### src/rtl/vga_draw_pkg.sv
// Shared VGA drawing constants and scheduler FSM state encoding.
package vga_draw_pkg;

    localparam int unsigned X_W      = 8;
    localparam int unsigned Y_W      = 7;
    localparam int unsigned COL_W    = 3;
    localparam int unsigned SCREEN_W = 160;
    localparam int unsigned SCREEN_H = 120;

    typedef enum logic [1:0] {
        IDLE = 2'd0,
        DRAW = 2'd1,
        DONE = 2'd2
    } state_t;

endpackage

### src/rtl/rr_arbiter2.sv
// Two-way round-robin arbiter: one-hot grant, favours the requester not served last.
module rr_arbiter2 (
    input  logic       clk,
    input  logic       reset,
    input  logic [1:0] req,
    input  logic       advance,
    input  logic       served,
    output logic [1:0] grant
);

    logic favour1;

    always_ff @(posedge clk) begin
        if (reset) begin
            favour1 <= 1'b0;
        end else if (advance) begin
            favour1 <= ~served;
        end
    end

    always_comb begin
        grant = req;
        if (req == 2'b11) begin
            grant = favour1 ? 2'b10 : 2'b01;
        end
    end

endmodule

### src/rtl/rect_plot_scheduler.sv
// Shares the VGA plot port between two rectangle-fill requesters, one pixel per clock.
// Optional `RECT_CLIP_EN suppresses plot for pixels outside SCREEN_W x SCREEN_H.
module rect_plot_scheduler #(
    parameter int unsigned X_W      = vga_draw_pkg::X_W,
    parameter int unsigned Y_W      = vga_draw_pkg::Y_W,
    parameter int unsigned COL_W    = vga_draw_pkg::COL_W,
    parameter int unsigned SCREEN_W = vga_draw_pkg::SCREEN_W,
    parameter int unsigned SCREEN_H = vga_draw_pkg::SCREEN_H
) (
    input  logic               clk,
    input  logic               reset,
    input  logic [1:0]         req_valid,
    output logic [1:0]         req_ready,
    input  logic [2*X_W-1:0]   req_x,
    input  logic [2*Y_W-1:0]   req_y,
    input  logic [2*X_W-1:0]   req_w,
    input  logic [2*Y_W-1:0]   req_h,
    input  logic [2*COL_W-1:0] req_colour,
    output logic [X_W-1:0]     x,
    output logic [Y_W-1:0]     y,
    output logic [COL_W-1:0]   colour,
    output logic               plot,
    output logic               busy,
    output logic [1:0]         done
);

    import vga_draw_pkg::*;

    state_t           state, state_nx;
    logic [X_W-1:0]   x0, w, cx;
    logic [Y_W-1:0]   y0, h, cy;
    logic [COL_W-1:0] col;
    logic             owner;
    logic [1:0]       grant;
    logic             gidx, accept, advance, last_col, last_row, on_screen;
    logic [X_W:0]     x_sum;
    logic [Y_W:0]     y_sum;

    assign advance = (state == DONE);

    rr_arbiter2 u_arb (
        .clk     (clk),
        .reset   (reset),
        .req     (req_valid),
        .advance (advance),
        .served  (owner),
        .grant   (grant)
    );

    assign gidx     = grant[1];
    assign last_col = (cx == w - X_W'(1));
    assign last_row = (cy == h - Y_W'(1));
    assign x_sum    = {1'b0, x0} + {1'b0, cx};
    assign y_sum    = {1'b0, y0} + {1'b0, cy};

`ifdef RECT_CLIP_EN
    assign on_screen = (x_sum < (X_W+1)'(SCREEN_W)) && (y_sum < (Y_W+1)'(SCREEN_H));
`else
    assign on_screen = 1'b1;
`endif

    always_comb begin
        req_ready = '0;
        state_nx  = state;
        if (state == IDLE) begin
            req_ready = grant;
        end
        accept = |req_ready;
        case (state)
            IDLE: begin
                if (accept) begin
                    if ((req_w[gidx*X_W +: X_W] == '0) || (req_h[gidx*Y_W +: Y_W] == '0)) begin
                        state_nx = DONE;
                    end else begin
                        state_nx = DRAW;
                    end
                end
            end
            DRAW:    if (last_col && last_row) state_nx = DONE;
            DONE:    state_nx = IDLE;
            default: state_nx = IDLE;
        endcase
    end

    always_comb begin
        x      = '0;
        y      = '0;
        colour = '0;
        plot   = 1'b0;
        done   = '0;
        busy   = (state != IDLE);
        if (state == DRAW) begin
            x      = x_sum[X_W-1:0];
            y      = y_sum[Y_W-1:0];
            colour = col;
            plot   = on_screen;
        end
        if (state == DONE) begin
            done = owner ? 2'b10 : 2'b01;
        end
    end

    always_ff @(posedge clk) begin
        if (reset) begin
            state <= IDLE;
            x0    <= '0;
            y0    <= '0;
            w     <= '0;
            h     <= '0;
            col   <= '0;
            owner <= 1'b0;
            cx    <= '0;
            cy    <= '0;
        end else begin
            state <= state_nx;
            case (state)
                IDLE: begin
                    if (accept) begin
                        x0    <= req_x[gidx*X_W +: X_W];
                        y0    <= req_y[gidx*Y_W +: Y_W];
                        w     <= req_w[gidx*X_W +: X_W];
                        h     <= req_h[gidx*Y_W +: Y_W];
                        col   <= req_colour[gidx*COL_W +: COL_W];
                        owner <= gidx;
                        cx    <= '0;
                        cy    <= '0;
                    end
                end
                DRAW: begin
                    if (last_col) begin
                        cx <= '0;
                        cy <= cy + Y_W'(1);
                    end else begin
                        cx <= cx + X_W'(1);
                    end
                end
                default: ;
            endcase
        end
    end

endmodule

### config.mk
export PLATFORM = sky130hd
export DESIGN_NAME = rect_plot_scheduler
export DESIGN_NICKNAME = d
export VERILOG_FILES = /design/src/rtl/vga_draw_pkg.sv /design/src/rtl/rr_arbiter2.sv /design/src/rtl/rect_plot_scheduler.sv
export SDC_FILE = /design/constraint.sdc
export NUM_CORES = 1
export LEC_CHECK = 0
export BUFFER_PORTS_ARGS = -buffer_cell sky130_fd_sc_hd__buf_4
export CAP_MARGIN = 25
export CORE_ASPECT_RATIO = 1.25
export CORE_MARGIN = 2
export CORE_UTILIZATION = 35
export DETAILED_ROUTE_END_ITERATION = 7
export PLACE_DENSITY_LB_ADDON = 0.3
export SYNTH_ARGS = -nofsm -noshare
export SYNTH_HDL_FRONTEND = slang
export SYNTH_HIERARCHICAL = 1
export SYNTH_SLANG_ARGS = --single-unit
### constraint.sdc
create_clock -name clk -period 3.4 [get_ports clk]
set_input_delay 0.68 -clock clk [delete_from_list [all_inputs] [get_ports clk]]
set_output_delay 0.68 -clock clk [all_outputs]
set_load 0.1 [all_outputs]
After elaboration in Yosys (flattened, before gate mapping)
Cells that the tools add are included.
{ "word_totals": {"reg_bits": 52, "in_bits": 70, "output_inout_bits": 24, "elab_cells": 63} }
{ "classes": {"addsub": 6, "n_mul": 2, "eq_ne": 8, "shifts": 5, "n_mux": 19, "bitwise": 1, "n_reduce_logical": 12} }
{ "op_table": {"columns": ["operator", "count"], "rows": [
  ["variable part select 16 x 5 -> 8 bit", 2],
  ["variable part select 14 x 5 -> 7 bit", 2],
  ["2-to-1 mux 8 bit", 3],
  ["2-to-1 mux 7 bit", 3],
  ["2-to-1 mux 2 bit", 8],
  ["case mux 8 bit (2 select lines)", 1],
  ["case mux 7 bit (2 select lines)", 1],
  ["adder 8 x 1 -> 8 bit, second input constant", 1],
  ["adder 8 bit", 1],
  ["equality test 8 bit", 1],
  ["zero test 8 bit", 1],
  ["subtractor 8 x 1 -> 8 bit, second input constant", 1],
  ["adder 7 x 1 -> 7 bit, second input constant", 1],
  ["adder 7 bit", 1],
  ["equality test 7 bit", 1],
  ["zero test 7 bit", 1],
  ["subtractor 7 x 1 -> 7 bit, second input constant", 1],
  ["inequality test 2 bit, second input constant", 3],
  ["AND reduction 2 bit", 3],
  ["variable part select 6 x 4 -> 3 bit", 1],
  ["equality test 2 bit, second input constant", 2],
  ["multiplier 1 x 3 -> 4 bit, second input constant", 1],
  ["case mux 2 bit (2 select lines)", 1],
  ["nonzero test 2 bit", 2],
  ["10 further kinds", 10]
]} }

Logic depth before layout (Yosys ltp)
Gate-level depths: netlist of run 1.
{ "logic_depth": {"depth_word": 9, "depth_mapped": 9, "depth_no_buf": 8} }

Cells and area by module
The synthesis of run 1 kept the hierarchy.
{ "by_module_without_submodules": {"columns": ["module", "n_inst", "cells_per_inst", "area_per_inst_um2", "seq_area_each_um2"], "rows": [
  ["rect_plot_scheduler", 1, 417, 3507.1, 1021.0],
  ["rr_arbiter2", 1, 6, 55.1, 20.0]
]} }

Worst setup path after synthesis of run 1
Ideal clock, no wire load.
{ "synth_timing": {"path_type": "register to output", "from": "reg cy[0]", "to": "out y[6]", "t_arrival_ps": 2886, "required_time_ps": 2720, "setup_slack_ps": -166, "stages_incl_launch_ff": 9, "path_buffers": 0, "path_cell_list": "dfxtp_1 > ha_1 > fa_1 > a21o_1 > a21oi_1 > o21bai_1 > a21oi_1 > xnor2_1 > nor2_1"} }
{ "synth_between": {"elab_chain_len": 2} }
{ "synth_lines": {"columns": ["item", "line", "text"], "rows": [
  ["from (decl)", "rect_plot_scheduler.sv:31", "logic [Y_W-1:0] y0, h, cy;"],
  ["from (signal assigned)", "rect_plot_scheduler.sv:132", "cy <= cy + Y_W'(1);"],
  ["adder 7 bit", "rect_plot_scheduler.sv:54", "assign y_sum = {1'b0, y0} + {1'b0, cy};"],
  ["2-to-1 mux 7 bit", "rect_plot_scheduler.sv:92", "if (state == DRAW) begin"],
  ["to (decl)", "rect_plot_scheduler.sv:20", "output logic [Y_W-1:0] y,"]
]} }
No other way between the ends.

Worst setup path in the final report of run 1
{ "layout_timing": {"from": "reg cx[1]", "to": "out x[7]"} }
{ "layout_between": {"elab_chain_len": 2} }
{ "layout_lines": {"columns": ["item", "line", "text"], "rows": [
  ["from (decl)", "rect_plot_scheduler.sv:30", "logic [X_W-1:0] x0, w, cx;"],
  ["from (signal assigned)", "rect_plot_scheduler.sv:134", "cx <= cx + X_W'(1);"],
  ["adder 8 bit", "rect_plot_scheduler.sv:53", "assign x_sum = {1'b0, x0} + {1'b0, cx};"],
  ["2-to-1 mux 8 bit", "rect_plot_scheduler.sv:92", null],
  ["to (decl)", "rect_plot_scheduler.sv:19", "output logic [X_W-1:0] x,"]
]} }
No other way between the ends.

==> results.cfg, run 1 <==
[yosys]
yosysWarnings = 6
async_flop_share_pct = 0
yosys-top-cells-area = dfxtp_1, mux2i_1, a211oi_1
syn_area_sq_mm = 0.00356
seq_area_frac_synth_pct = 29.2
synth_flop_cell = dfxtp_1
synth_cells = 423
synth_cell_types = 59
avgSynthCellArea_sq_um = 8.42
synth_nets = 512
yosysTopAreaCellShare_pct = 29.2
synth_edf_count = 0
synth-seq-cells = 52
yosysTopAreaCell = dfxtp_1

[pwr]
peakVddDrop_uv = 441
total_power_mw = 3.19
power_density_mw_per_mm2 = 701
p_leak_nw = 1.92

[placed_design]
hpwl_um = 7530
dp.cells = 628
port_buffers = 93
place_congestion = 0.837
place_area_sq_mm = 0.00439
pre_cts_ws_ns = 0.372

[drt]
via_per_inst = 5.35
drtIter0Drc = 131
drtAntennaViolNets = 0
wl_um = 9610
post_drt_wl_per_cell_um = 15.1
via_count = 3403
drt_first_pass_iters = 4
drc_errors = 0

[sta]
min_period_ns = 3.21
finClkSkew_ns = 0.00796
fin_tns_setup_ns = 0
maxSlewViolCount = 0
relSlewSlack_pct = 49.7
worst_slack_ns = 0.187
fmax_mhz = 311
worstMarginPinSlew_ns = 0.743
fin_crit_sh_pct = 94.5
finalHoldViolCount = 0
whs_ns = 0.500
finalSetupViolCount = 0
rsz0062_at_grt = false

[worst_setup_path]
r2r_end = cy[0]
cp.arrival_ns = 2.53
r2r_start = w[0]
r2r_cells = 7
crit_path_end_kind = output pin
path_common_cell = o21a_1
critical_path.slowest_cell = dfxtp_1
crit_chain = ha_1 -> a21o_1 -> a21oi_1 -> o21bai_1 -> a2111oi_2 -> o21a_1 -> o21a_1 -> buf_4
cp_max_fo = 6
reg2reg_setup_slack_ns = 0.60
max_stage_delay_ns = 0.45
crit_required_ns = 2.72
critPathKind = reg2out
critPathLaunchType = register

[clock_network]
htreeDepth = 2
cts.clk_slew.worst_paths_ns = 0.07
clk_latency_ns = 0.29
cts_buffers = 5
cts.sinks = 52
hold_buffers = 0
root_buffer = clkbuf_16
cts_tree = built
cts_buffer_depth = 2
cts_setup_buffers = 0

[cells_and_area]
drive_above_1_share_pct = 24.1
syn_to_final_growth_pct = 27.7
final_nets = 595
stdcell_count = 636
fin_area_sq_mm = 0.00455
fin_util_pct = 45.5
fill_cells = 994
antenna_cells = 0

[floorplan]
die-area_sq_mm = 0.0110
die_h_um = 117
fp.dieW_um = 94.2
num_rows = 41
ios = 94
core_area_sq_mm = 0.0100
start_util_pct = 35.6

[global_route]
grt_overflow = 0
antenna_found_initial = 0
grt_pass1_wl_um = 16400
track_usage_pct = 18.6
grt_max_degree = 49
grt_pass1_vias = 3396

[hold_path]
hp-class = reg2reg
holdPathEnd = col[1]
hp-start = col[1]
hold_depth = 2

[outcome]
status = complete, no violations

[job]
maxCapViolations = 0
## cells in the mapped netlist, types with 2 or more instances
| library cell | count |
|---|---|
| o21ai_0 | 5 |
| nor3_1 | 7 |
| inv_1 | 14 |
| and3_1 | 2 |
| a211oi_1 | 33 |
| nor2b_1 | 4 |
| fa_1 | 2 |
| or4_4 | 2 |
| o21bai_1 | 5 |
| ha_1 | 17 |
| nand4_1 | 8 |
| a21oi_1 | 19 |
| nand2_1 | 16 |
| o31ai_1 | 2 |
| clkbuf_1 | 17 |
| nand2b_1 | 6 |
| buf_1 | 3 |
| xor2_1 | 11 |
| dfxtp_1 | 52 |
| mux2i_1 | 40 |
| a31oi_1 | 3 |
| nor3b_1 | 2 |
| a21boi_0 | 2 |
| a21o_1 | 4 |
| nor4_1 | 9 |
| and2_1 | 9 |
| xnor2_1 | 20 |
| o22ai_1 | 3 |
| o21a_1 | 3 |
| or3_1 | 5 |
| nand3b_1 | 4 |
| nand3_1 | 7 |
| nor2_1 | 61 |
## critical path: cells and delay by family, from the launching register on
family                     cells  cell delay (ns)
AOI/OAI and AO/OA              6             1.22
DFF                            1             0.45
adders and majority gates      1             0.28
buffers and inverters          1             0.28
## layout by cell type (no fill, tap or decap), types with 8 or more instances in the layout
cell type and count:
nor2_1 58, nand2_1 16, dfxtp_1 52, nand4_1 8, a21oi_1 19, inv_1 14
ha_1 17, mux2i_1 40, a211oi_1 33, nor4_1 9, xnor2_1 20, and2_1 9
buf_4 98, xor2_1 11
## flip-flops by register name, summed over array words and instances, names as in the netlist
signal / count
cy: 7
y0: 7
h: 7
w: 8
x0: 8
u_arb/favour1: 1
state: 2
cx: 8
col: 3
owner: 1
## cell families after synthesis
kind of cell / Yosys count / synth area share [%]
buf+inv: 37 / 4.18
simple gates: 148 / 20.9
compound gates: 96 / 19.7
mux: 40 / 11.2
xor+xnor: 31 / 7.62
fa+ha+maj: 19 / 7.10
flops: 52 / 29.2
## how the worst max path moves through the flow
stage                     endpoint  slack (ns)  cells after the start   from
after floorplan               y[4]        0.08                      6  cy[0]
after global placement        x[7]        0.43                      8  cx[1]
after detailed placement      x[7]        0.37                      8  cx[1]
after CTS                     x[7]        0.04                      8  cx[1]
after global routing          x[7]        0.03                      8  cx[1]
final                         x[7]        0.19                      8  cx[1]
## routing by layer
metal | wire, um | global-route usage, % | up-vias
li1 | - | - | 1715
met1 | 3840 | 21.6 | 1584
met2 | 5210 | 35.8 | 93
met3 | 406 | 2.62 | 11
met4 | 151 | 4.64 | 0
met5 | 0 | 0 | -
## what timing repair did
action,4_1_cts,5_1_grt
endpoints found under the setup margin,0,1
gates resized for setup,0,2
endpoints found under the hold margin,0,0
## layout make-up
class / instances / area (sq um) / share of cell area, %
Clock buffer: 6 / 139 / 3.05
Multi-Input combinational cell: 334 / 2400 / 52.8
Inverter: 15 / 57.6 / 1.26
Tap cell: 129 / 161 / 3.55
Timing Repair Buffer: 98 / 736 / 16.2
Clock inverter: 2 / 13.8 / 0.302
Sequential cell: 52 / 1040 / 22.9
## power breakdown
group | internal (mW) | leakage, nW | switching [mW] | total (mW)
Combinational | 0.581 | 1.42 | 1.17 | 1.75
Sequential | 0.760 | 0.428 | 0.161 | 0.921
Clock | 0.295 | 0.0772 | 0.229 | 0.524
(Power assumes the default switching activity.)
==> inputs of run 2 (changes only) <==
==> constraint.sdc (replaced) <==
create_clock -name clk -period 3.4 [get_ports clk]
set_input_delay 0.51 -clock clk [delete_from_list [all_inputs] [get_ports clk]]
set_output_delay 0.51 -clock clk [all_outputs]
set_load 0.1 [all_outputs]
==> run 2 against run 1 <==
Against the previous run:
- clock-buffer cell count unchanged
- register-to-register slack about the same
- power fell by 1.3%
==> results.cfg, run 2 (synthesis gave the netlist of run 1 again) <==
[clock_network]
htreeDepth = 2
cts_buffer_depth = 2
clk_latency_ns = 0.29
cts.clk_slew.worst_paths_ns = 0.07
root_buffer = clkbuf_16
cts.sinks = 52
cts_setup_buffers = 0
cts_buffers = 5
cts_tree = built

[global_route]
grt_pass1_vias = 3312
grt_pass1_wl_um = 15900
track_usage_pct = 18.2
grt_max_degree = 49
grt_overflow = 0
antenna_found_initial = 0

[worst_setup_path]
critPathKind = reg2out
r2r_start = w[0]
reg2reg_setup_slack_ns = 0.61
r2r_cells = 7
r2r_end = cy[0]
crit_required_ns = 2.89
crit_path_end_kind = output pin
cp_max_fo = 6
cp.arrival_ns = 2.62
critPathLaunchType = register

[drt]
post_drt_wl_per_cell_um = 15.2
drc_errors = 0
drt_first_pass_iters = 5
wl_um = 9620
via_count = 3351
drtAntennaViolNets = 0
drtIter0Drc = 138
via_per_inst = 5.29

[pwr]
peakVddDrop_uv = 347
power_density_mw_per_mm2 = 698
p_leak_nw = 1.90

[sta]
fin_tns_setup_ns = 0
finalSetupViolCount = 0
min_period_ns = 3.13
finalHoldViolCount = 0
rsz0062_at_grt = false
worstMarginPinSlew_ns = 0.757
whs_ns = 0.498
finClkSkew_ns = 0.00402
relSlewSlack_pct = 48.8
fin_crit_sh_pct = 92.1
fmax_mhz = 319
maxSlewViolCount = 0

[placed_design]
port_buffers = 93
place_congestion = 0.823
hpwl_um = 7510

[cells_and_area]
fill_cells = 1011
seq_area_sq_mm = 0.00104
fin_util_pct = 45.1
layout_common_cells = buf_4, nor2_1, dfxtp_1
multiInputGateArea_sq_mm = 0.00239
top_regs = cx: 8 flops, w: 8 flops, x0: 8 flops
drive_above_1_share_pct = 23.0
mostFrequentLayoutCell = buf_4
antenna_cells = 0
syn_to_final_growth_pct = 26.7
final_nets = 594

[floorplan]
die-area_sq_mm = 0.0110
fp.dieW_um = 94.2
start_util_pct = 35.6
num_rows = 41
die_h_um = 117
ios = 94
core_area_sq_mm = 0.0100

[job]
maxCapViolations = 0

[hold_path]
hp-class = reg2reg
hold_depth = 1
holdPathEnd = u_arb/favour1
hp-start = owner

[outcome]
status = complete, no violations
run 2: cell types whose count changed in the layout (fill, tap and decap cells not counted):
| cell | delta |
|---|---|
| buf_4 | -1 |
| a2111oi_1 | +1 |
| clkbuf_1 | +1 |
| a2111oi_2 | -1 |
| inv_6 | -1 |
| clkbuf_8 | -1 |
| nor2_1 | +2 |
| nor2_2 | -2 |
run 2: through the flow:
stage	total power [mW]	setup slack [ns]	std cells	area, sq um
after floorplan	2.25	0.00363	423	3560
after CTS	3.16	0.223	634	4510
after detailed placement	2.68	0.514	627	4380
after global routing	3.35	0.0693	634	4510
after global placement	2.64	0.596	627	4380
final	3.15	0.269	634	4510
run 2: final cells by class:
| class | instances | share of cell area [%] |
|---|---|---|
| sequential | 52 | 23.1 |
| tap | 129 | 3.58 |
| inverter | 15 | 1.27 |
| clock buffer | 6 | 2.85 |
| timing repair buffer | 97 | 16.1 |
| clock inverter | 1 | 0.111 |
| multi-input combinational | 334 | 53.0 |
run 2: worst max-delay path, cell delays in order, from the launching register on:
cell       delay (ns)
dfxtp_1          0.44
ha_1             0.27
a21o_1           0.18
a21oi_1          0.21
o21bai_1         0.11
a2111oi_1        0.53
o21a_1           0.20
o21a_1           0.10
buf_4            0.28
run 2: per-layer routing:
layer	global-route usage, %	vias to the layer above	part of all wire (%)
met2	35.6	69	55
li1	-	1713	-
met3	1.98	13	3.4
met4	5.51	0	1.8
met1	20.6	1556	40
met5	0	-	0
run 2: power breakdown:
part | internal (mW) | total (mW) | switching (mW)
logic | 0.579 | 1.74 | 1.16
clock network | 0.268 | 0.486 | 0.217
registers | 0.760 | 0.922 | 0.162
total | 1.61 | 3.15 | 1.54
run 2: worst max path at each step:
stage / start / endpoint / slack, ns
2_1_floorplan: cy[0] / y[6] / 0.004
3_3_place_gp: cx[1] / x[7] / 0.60
3_5_place_dp: cx[1] / x[7] / 0.51
4_1_cts: cx[1] / x[7] / 0.22
5_1_grt: cx[1] / x[7] / 0.07
6_report: cx[1] / x[7] / 0.27
run 2: what timing repair did:
item,CTS,global route
resized for setup,0,1
hold buffers,0,0
endpoints found under the setup margin,0,1
==> inputs of run 3 (changes only) <==
- ABC_AREA: not set -> 1
==> run 3 against run 2 <==
Against the previous run:
- final cell count is 21% higher
- area after synthesis is 1.8% higher
- first-iteration DRC count is 29% higher
- clock-buffer cell count stayed put
- final area is 1.3% higher
- sequential power is 12% lower
- sequential cell count stayed put
- combinational power is 29% lower
==> results.cfg, run 3 <==
[job]
maxCapViolations = 0

[global_route]
antenna_found_initial = 0
use_met1_pct = 24.4
busiest_layer = met2
grt_pass1_vias = 3695
use_met3_pct = 3.39
grt_use_met2_pct = 31.8
track_usage_pct = 18.8
grt_pass1_wl_um = 16900
grt_overflow = 0
grt_max_degree = 59

[pwr]
total_power_mw = 2.65
p_leak_nw = 2.21
power_density_mw_per_mm2 = 579
peakVddDrop_uv = 243

[yosys]
synth_common_cells = nand2_1, inv_1, dfxtp_1
async_flop_share_pct = 0
yosysTopAreaCell = dfxtp_1
synth_edf_count = 0
yosysTopAreaCellShare_pct = 28.7
synth_top_family_by_area = simple AND/OR/NAND/NOR gates
yosysWarnings = 6
synthSimpleGateAreaFrac_pct = 31.5
synth_fa_ha_area_share_pct = 6.97
synth_cell_types = 36
synth_xor_area_share_pct = 4.59
synth_nets = 648
yosysMostFrequentCell = nand2_1
synth_flop_cell = dfxtp_1
seq_area_frac_synth_pct = 28.7
syn_area_sq_mm = 0.00362
avgSynthCellArea_sq_um = 6.48
synth-seq-cells = 52
yosys-top-cells-area = dfxtp_1, nand2_1, a21oi_1
synth-compound-area-share_pct = 17.5
synth_cells = 559
synth.area.mux_share_pct = 0.828

[floorplan]
die-area_sq_mm = 0.0112
num_rows = 41
fp.dieW_um = 95.0
start_util_pct = 35.9
ios = 94
die_h_um = 118
core_area_sq_mm = 0.0101

[worst_setup_path]
cp_max_fo = 5
path_delay_family = adder cells
critPathLaunchType = register
crit_end = y[6]
critical_path.slowest_cell = fa_1
cp.arrival_ns = 2.36
cp.depth = 11
crit_required_ns = 2.89
r2r_end = cy[5]
max_stage_delay_ns = 0.40
critPathKind = reg2out
critPathLaunch = cy[0]
r2r_cells = 11
crit_path_end_kind = output pin
reg2reg_setup_slack_ns = 1.22
crit_chain = ha_1 -> fa_1 -> nand2_1 -> nand2_1 -> a21oi_1 -> inv_1 -> a21o_1 -> a21oi_1 -> xor2_1 -> nor2_1 -> buf_4
cp.buffers_inverters = 2
r2r_start = u_arb/favour1

[drt]
wl_um = 10300
via_per_inst = 5.02
drtAntennaViolNets = 0
drt_first_pass_iters = 4
drc_errors = 0
post_drt_wl_per_cell_um = 13.4
drtIter0Drc = 178
via_count = 3865

[sta]
fin_crit_sh_pct = 84.4
finalSetupViolCount = 0
whs_ns = 0.489
fin_tns_setup_ns = 0
fmax_mhz = 348
min_period_ns = 2.87
relSlewSlack_pct = 35.3
worstMarginPinSlew_ns = 0.969
rsz0062_at_grt = false
finClkSkew_ns = 0.00545
finalHoldViolCount = 0
maxSlewViolCount = 0

[cells_and_area]
fin_util_pct = 45.3
layout_common_cells = nand2_1, buf_4, inv_1
antenna_cells = 0
mostFrequentLayoutCell = nand2_1
fill_cells = 1042
multiInputGateArea_sq_mm = 0.00223
drive_above_1_share_pct = 20.0
fin_area_sq_mm = 0.00457
top_regs = cx: 8 flops, w: 8 flops, x0: 8 flops
seq_area_sq_mm = 0.00104
syn_to_final_growth_pct = 26.2
final_nets = 729

[clock_network]
cts.sinks = 52
root_buffer = clkbuf_16
cts_setup_buffers = 0
htreeDepth = 2
cts.clk_slew.worst_paths_ns = 0.07
clk_latency_ns = 0.30
cts_resized = 0
cts_buffers = 5
cts_buffer_depth = 2
cts_tree = built
hold_buffers = 0

[placed_design]
place_congestion = 0.829
place_area_sq_mm = 0.00440
hpwl_um = 7690
port_buffers = 93

[hold_path]
hp-class = in2reg

[outcome]
status = complete, no violations
==> run 3: layout make-up <==
class	count	share of cell area [%]
inverters	61	5.12
clock buffers	6	3.04
flip-flops and latches	52	22.8
repair buffers	97	15.9
well taps	129	3.53
multi-input cells	423	48.8
clock inverters	2	0.848
==> run 3: kinds of logic after synthesis <==
logic type | after synthesis
adders and majority gates | 19
AOI/OAI and AO/OA | 119
muxes | 3
xor gates and xnor gates | 19
and+or+nand+nor | 263
DFF | 52
buffers and inverters | 84
==> run 3: worst min path at each step <==
stage                     slack [ns]          start  cells after the start            end
after global routing            0.49      req_y[11]                      3          y0[4]
after floorplan                 0.45           h[1]                      2           h[1]
after CTS                       0.48  req_colour[2]                      3         col[2]
after global placement          0.49  u_arb/favour1                      2  u_arb/favour1
after detailed placement        0.50  u_arb/favour1                      2  u_arb/favour1
final                           0.49  req_colour[2]                      3         col[2]
==> run 3: stage by stage <==
stage	cells	setup WS [ns]
after floorplan	559	0.0199
after global placement	762	0.886
after detailed placement	762	0.851
after CTS	770	0.526
after global routing	770	0.315
final	770	0.530
==> run 3: layer usage <==
layer  vias up  share of wire (%)
met5         -                  0
met3        11                5.3
met2       105                 47
met4         0                1.3
li1       1988                  -
met1      1761                 46
==> run 3: worst min-delay path, delay by kind of cell <==
family / cells / cell delay (ns)
buf+inv: 1 / 0.11
compound gates: 1 / 0.07
simple gates: 1 / 0.05
==> run 3: where the power goes <==
| group | internal (mW) | total, mW | switching (mW) |
|---|---|---|---|
| sequential | 0.713 | 0.810 | 0.0965 |
| combinational | 0.365 | 1.23 | 0.866 |
| clock | 0.369 | 0.607 | 0.238 |
